==> config.mk <==
export PLATFORM = sky130hd
export DESIGN_NAME = instr_loader
export DESIGN_NICKNAME = d
export VERILOG_FILES = /design/src/rtl/instr_loader_pkg.sv /design/src/rtl/instr_loader_byte_packer.sv /design/src/rtl/instr_loader.sv
export SDC_FILE = /design/constraint.sdc
export NUM_CORES = 1
export LEC_CHECK = 0
export CAP_MARGIN = 25
export CORE_MARGIN = 1.5
export CORE_UTILIZATION = 30
export DETAILED_ROUTE_END_ITERATION = 6
export DONT_BUFFER_PORTS = 1
export PLACE_DENSITY_LB_ADDON = 0.05
export SETUP_SLACK_MARGIN = 0.3
export SLEW_MARGIN = 10
export SYNTH_ARGS = -nofsm -noshare
export SYNTH_HDL_FRONTEND = slang
export SYNTH_SLANG_ARGS = --single-unit
export TNS_END_PERCENT = 1
==> constraint.sdc <==
create_clock -name clk -period 2.5 [get_ports clk]
set_clock_uncertainty 0.15 [all_clocks]
set_input_delay 0.25 -clock clk [delete_from_list [all_inputs] [get_ports clk]]
set_output_delay 0.25 -clock clk [all_outputs]
set_load 0.01 [all_outputs]
==> src/rtl/instr_loader_pkg.sv <==
// Shared definitions for the instruction loader: state encoding, halt word
// and big-endian byte-lane placement.
package instr_loader_pkg;

  typedef enum logic [2:0] {
    ST_IDLE = 3'd0,
    ST_HDR  = 3'd1,
    ST_LOAD = 3'd2,
    ST_TERM = 3'd3,
    ST_DONE = 3'd4,
    ST_ERR  = 3'd5
  } state_e;

  localparam int          LANES     = 4;
  localparam logic [31:0] HALT_WORD = 32'h0;

  // Byte k of a word (k = 0 first on the stream) lands in the most significant lane.
  function automatic int lane_lsb(input logic [1:0] k, input int byte_w);
    return (LANES - 1 - int'(k)) * byte_w;
  endfunction

endpackage

==> src/rtl/instr_loader_byte_packer.sv <==
// Packs accepted stream bytes into big-endian words; word_valid_o pulses
// combinationally on the fourth accepted byte.
module byte_packer
  import instr_loader_pkg::*;
#(
  parameter int BYTE_W = 8
) (
  input  logic                      clk,
  input  logic                      rst_n,
  input  logic                      clear_i,
  input  logic                      accept_i,
  input  logic [BYTE_W-1:0]         byte_i,
  output logic                      word_valid_o,
  output logic [LANES*BYTE_W-1:0]   word_o
);

  logic [1:0]              cnt_q, cnt_d;
  logic [LANES*BYTE_W-1:0] buf_q, buf_d;

  always_comb begin
    cnt_d        = cnt_q;
    buf_d        = buf_q;
    word_valid_o = 1'b0;
    if (clear_i) begin
      cnt_d = 2'd0;
    end else if (accept_i) begin
      buf_d[lane_lsb(cnt_q, BYTE_W) +: BYTE_W] = byte_i;
      cnt_d        = cnt_q + 2'd1;
      word_valid_o = (cnt_q == 2'd3);
    end
    // Completed word includes the byte arriving this cycle.
    word_o = buf_d;
  end

  always_ff @(posedge clk or negedge rst_n) begin
    if (!rst_n) begin
      cnt_q <= 2'd0;
      buf_q <= '0;
    end else begin
      cnt_q <= cnt_d;
      buf_q <= buf_d;
    end
  end

endmodule

==> src/rtl/instr_loader.sv <==
// Streams a length-prefixed program into instruction memory, appends the halt
// word and holds the processor in reset until the load completes.
// Handshake: a byte transfers on a rising edge where s_valid && s_ready; s_ready
// depends on the state register only and s_valid may be withdrawn at any time.
module instr_loader
  import instr_loader_pkg::*;
#(
  parameter int ADDR_W = 8,
  parameter int BYTE_W = 8
) (
  input  logic              clk,
  input  logic              rst_n,
  input  logic              start,
  input  logic              s_valid,
  input  logic [BYTE_W-1:0] s_data,
  output logic              s_ready,
  output logic              imem_we,
  output logic [31:0]       imem_addr,
  output logic [31:0]       imem_wdata,
  output logic              proc_rst_n,
  output logic              load_done,
  output logic              load_err,
  output logic [ADDR_W:0]   words_loaded,
  output logic [2:0]        dbg_state
);

  localparam logic [31:0]     MAX_N = 32'((1 << ADDR_W) - 1);
  localparam logic [ADDR_W:0] ONE   = (ADDR_W + 1)'(1);

  state_e                  state_q, state_d;
  logic [ADDR_W:0]         n_q, n_d;
  logic [ADDR_W:0]         idx_q, idx_d;
  logic                    pend_q, pend_d;
  logic [31:0]             pend_data_q, pend_data_d;
  logic                    accept;
  logic                    packer_clear;
  logic                    word_valid;
  logic [LANES*BYTE_W-1:0] word;

  assign s_ready      = (state_q == ST_HDR) || (state_q == ST_LOAD);
  assign accept       = s_valid && s_ready;
  assign proc_rst_n   = (state_q == ST_DONE);
  assign load_done    = (state_q == ST_DONE);
  assign load_err     = (state_q == ST_ERR);
  assign words_loaded = idx_q;
  assign dbg_state    = state_q;

  byte_packer #(.BYTE_W(BYTE_W)) u_packer (
    .clk          (clk),
    .rst_n        (rst_n),
    .clear_i      (packer_clear),
    .accept_i     (accept),
    .byte_i       (s_data),
    .word_valid_o (word_valid),
    .word_o       (word)
  );

  always_comb begin
    state_d      = state_q;
    n_d          = n_q;
    idx_d        = idx_q;
    pend_d       = pend_q;
    pend_data_d  = pend_data_q;
    packer_clear = 1'b0;
    imem_we      = 1'b0;
    imem_addr    = 32'h0;
    imem_wdata   = 32'h0;

    // A word registered in LOAD writes on the following cycle.
    if (pend_q) begin
      imem_we    = 1'b1;
      imem_addr  = 32'(idx_q) << 2;
      imem_wdata = pend_data_q;
      pend_d     = 1'b0;
      idx_d      = idx_q + ONE;
    end

    case (state_q)
      ST_IDLE, ST_DONE, ST_ERR: begin
        if (start) begin
          state_d      = ST_HDR;
          n_d          = '0;
          idx_d        = '0;
          pend_d       = 1'b0;
          packer_clear = 1'b1;
        end
      end
      ST_HDR: begin
        if (word_valid) begin
          if (32'(word) > MAX_N) begin
            state_d = ST_ERR;
          end else begin
            n_d     = word[ADDR_W:0];
            idx_d   = '0;
            state_d = (32'(word) == 32'h0) ? ST_TERM : ST_LOAD;
          end
        end
      end
      ST_LOAD: begin
        if (word_valid) begin
          pend_d      = 1'b1;
          pend_data_d = 32'(word);
          if ((idx_q + ONE) == n_q) state_d = ST_TERM;
        end
      end
      ST_TERM: begin
        // The halt word waits until the last program word has drained.
        if (!pend_q) begin
          imem_we    = 1'b1;
          imem_addr  = 32'(n_q) << 2;
          imem_wdata = HALT_WORD;
          state_d    = ST_DONE;
        end
      end
      default: state_d = ST_IDLE;
    endcase
  end

  always_ff @(posedge clk or negedge rst_n) begin
    if (!rst_n) begin
      state_q     <= ST_IDLE;
      n_q         <= '0;
      idx_q       <= '0;
      pend_q      <= 1'b0;
      pend_data_q <= 32'h0;
    end else begin
      state_q     <= state_d;
      n_q         <= n_d;
      idx_q       <= idx_d;
      pend_q      <= pend_d;
      pend_data_q <= pend_data_d;
    end
  end

endmodule

==> summary.txt <==
Cells and area
  • N_diodes: 0
  • Fin area: between 5000 and 6000 µm²
  • Share of layout cells above drive strength 1: 18.8%
  • # nets final: 621
  • Area of the multi-input gates: between 2000 and 2500 µm²
  • Area occupied by registers: approximately 2200 µm²
  • Layout area overhead: 21.7%
  • Fillers: around 1700

Synthesis
  • Sequential area share after synthesis: ~46%
  • Leading area contributor after synthesis: dfrtp_1
  • Post-synth EDFFs: 0
  • Syn Std Cell Area: around 4800 µm²
  • Synth top area cells: dfrtp_1, nand2_1, and2_1
  • Number of distinct library cells after synthesis: 53
  • FFs w/ async S/R, synth: 100%
  • Mapped Avg Cell Area: between 8 and 9 µm²
  • Gate Count Post-Synth: between 500 and 600
  • FF+latch count, synth: 88
  • Synth Flop Type: dfrtp_1
  • Synth Warn #: 0
  • Yosys top cell area share: around 46%

Global route
  • Tot GR Track Use: 17.3%
  • Vias in the first global route: roughly 4000
  • First-pass GRT wire length: 22000 µm
  • Pin count of the biggest net entering global routing: 89
  • Remaining global-route overflow: 0
  • Antenna violations before repair: 0

Worst setup path
  • R2R Setup Slk: 20 ps
  • Reg2Reg Depth: 12
  • CP required: about 2600 ps
  • Critical R2R Launch: u_packer.cnt_q[1]
  • Critical path class: flop to flop
  • Worst EP arrival: 2560 ps
  • Startpoint types: flop
  • Maximum fanout along the worst path: 10
  • CP startpoint: u_packer.cnt_q[1]
  • CP Capture Type: flop
  • Critical Path Sink: n_q[8]
  • Reg-to-Reg End: n_q[8]

Timing
  • Actual slew at the worst max-slew pin: 675 ps
  • Final Setup Violations: 0
  • Slew margin rel.: 55.0%
  • Fmax: just over 400 MHz
  • WHS: -548 ps
  • Final Hold Fails: 88
  • Tcrit/Tclk final: between 90% and 100%
  • Fin. max-slew vios: 0
  • Setup TNS: 0 ps
  • RSZ-0062 raised after global routing: yes
  • Final min period: 2480 ps

Die
  • Core region area: 15800 µm²
  • Ports: 93
  • Die area: 16800 µm²
  • Vert. Die Dim: about 130 µm
  • Die span in x: 130 µm
  • Row cnt: 46
  • Initial Util: 30.6%

Route
  • WL final: 13800 µm
  • WL/cell: around 17 µm
  • Vias: 3910
  • Drt drc: 0
  • DR iter-0 viols: 190
  • Post-DRT Antenna Nets: 0
  • First-pass DRT Iterations: 4
  • Via density per instance: approximately 4.8

Power
  • Max VDD drop: ~0.40 mV
  • Pwr per Cell Area: 1020 nW/µm²
  • Leak: between 2 and 3 nW

Clocking
  • CTS tree: yes
  • Root buf cell: clkbuf_16
  • Clk_lat worst skew: 350 ps
  • Cts bufs inserted: 9
  • Worst-path clk slew: 70 ps
  • Clock Sinks: 88
  • Bufs on Longest Clock Path: 2
  • H-tree Lvls: 3
  • Hold_buf cts: 9

Place
  • PortBufs: 0
  • Placer Congestion: 0.815
  • HPWL after DPL: approximately 9500 µm
  • DP Area: 5270 µm²

Min path
  • Worst Hold Class: input pin to asynchronous set/reset pin

Status
  • Status: finished, violations left
  • Failing checks: hold timing

Run
  • MaxCap Viol Count: 0
power by group:
part           leakage [nW]  total (W)  switching (W)  internal, W
Clock                 0.129    0.00127       0.000564     0.000703
Sequential             1.20    0.00191       0.000195      0.00171
Combinational          1.50    0.00282        0.00151      0.00131
kinds of logic (layout without fill, tap and decap cells):
group                      Yosys count  after routing  share of synthesized area [%]
xor gates and xnor gates            22             22                           4.39
AOI/OAI and AO/OA                   78             78                           10.7
DFF                                 88             88                           45.7
buffers and inverters               73            106                           8.02
muxes                                8              8                           1.71
adders and majority gates            7              7                           1.82
other                                1             23                         0.0778
and+or+nand+nor                    275            275                           27.6
cells in the mapped netlist (2+ instances only):
master	count
o32ai_1	3
o31ai_1	8
buf_2	6
dfrtp_1	88
xor2_1	13
a211oi_1	2
inv_1	17
a21boi_0	2
nand2_1	133
mux2_2	2
nand4_1	12
nor2b_1	2
nor2_1	25
and3_1	8
and2_1	36
clkbuf_1	22
and3b_1	2
nor3_1	6
o41ai_1	2
nand3_1	21
or4_1	3
mux2i_1	6
a21oi_1	5
nor4_1	3
xnor2_1	8
o211ai_1	2
a22o_1	8
buf_4	28
o21ai_1	4
o21ai_0	34
ha_1	7
nand2b_1	13
how the worst min path moves through the flow:
stage | from | endpoint | slack (ps) | cells past startpoint
floorplan | rst_n | dbg_state[0] | -200 | 0
global placement | rst_n | pend_data_q[7] | -190 | 0
detailed placement | rst_n | pend_data_q[26] | -190 | 0
CTS | rst_n | words_loaded[5] | -570 | 0
global route | rst_n | words_loaded[5] | -570 | 0
finish | rst_n | words_loaded[5] | -550 | 0
metrics by stage:
stage | setup slack [ps] | hold WS, ps | utilization (%) | cells | power [W]
2_1_floorplan | 179 | -196 | - | 574 | 0.00344
3_3_place_gp | -232 | -190 | 33.4 | 787 | 0.00440
3_5_place_dp | -215 | -189 | 33.4 | 787 | 0.00441
4_1_cts | 55.6 | -566 | 36.9 | 823 | 0.00600
5_1_grt | -132 | -570 | 37.2 | 823 | 0.00644
6_report | 21.4 | -548 | 37.2 | 823 | 0.00599
worst max-delay path, cell delays in order (launching register included):
cell	delay, ps
dfrtp_1	390
buf_4	130
ha_1	160
and3b_2	230
buf_4	140
nand2_2	110
o32ai_1	110
nor4_1	210
buf_4	170
nand4_1	100
buf_6	160
buf_6	140
and3_1	180
repair_timing:
action                                  CTS  global route
cloned                                    2             0
gates resized for setup                  27            16
endpoints found under the hold margin   106            88
buffers inserted                          9             0
pin swaps                                12            10
endpoints found under the setup margin   48            59
flip-flops by register name (all words and copies together) (netlist names):
register	flops
pend_q	1
u_packer.buf_q	32
dbg_state	3
pend_data_q	32
words_loaded	9
n_q	9
u_packer.cnt_q	2
per-layer routing:
layer | GRT usage (%) | routed length (µm)
met5 | 0 | 0
met4 | 4.84 | 177
met3 | 4.14 | 643
met2 | 27.0 | 6350
met1 | 23.8 | 6590
cells in the final DEF (no fill, tap or decap), drive strengths merged, types with 13 or more instances in the layout:
cell type  synthesis  layout
and2              36      36
buf               34      64
conb               1      23
dfrtp             88      88
inv               17      17
nand2            134     134
nand2b            13      13
nand3             21      21
nand4             13      13
nor2              26      26
o21ai             39      39
xor2              14      14
area by class of cell:
| class | instances | area share [%] |
|---|---|---|
| clock buffer | 12 | 4.20 |
| clock inverter | 4 | 0.490 |
| inverter | 17 | 1.19 |
| multi-input combinational | 413 | 41.7 |
| sequential | 88 | 37.5 |
| tap | 216 | 4.61 |
| timing repair buffer | 73 | 10.2 |
(Power assumes the default switching activity.)
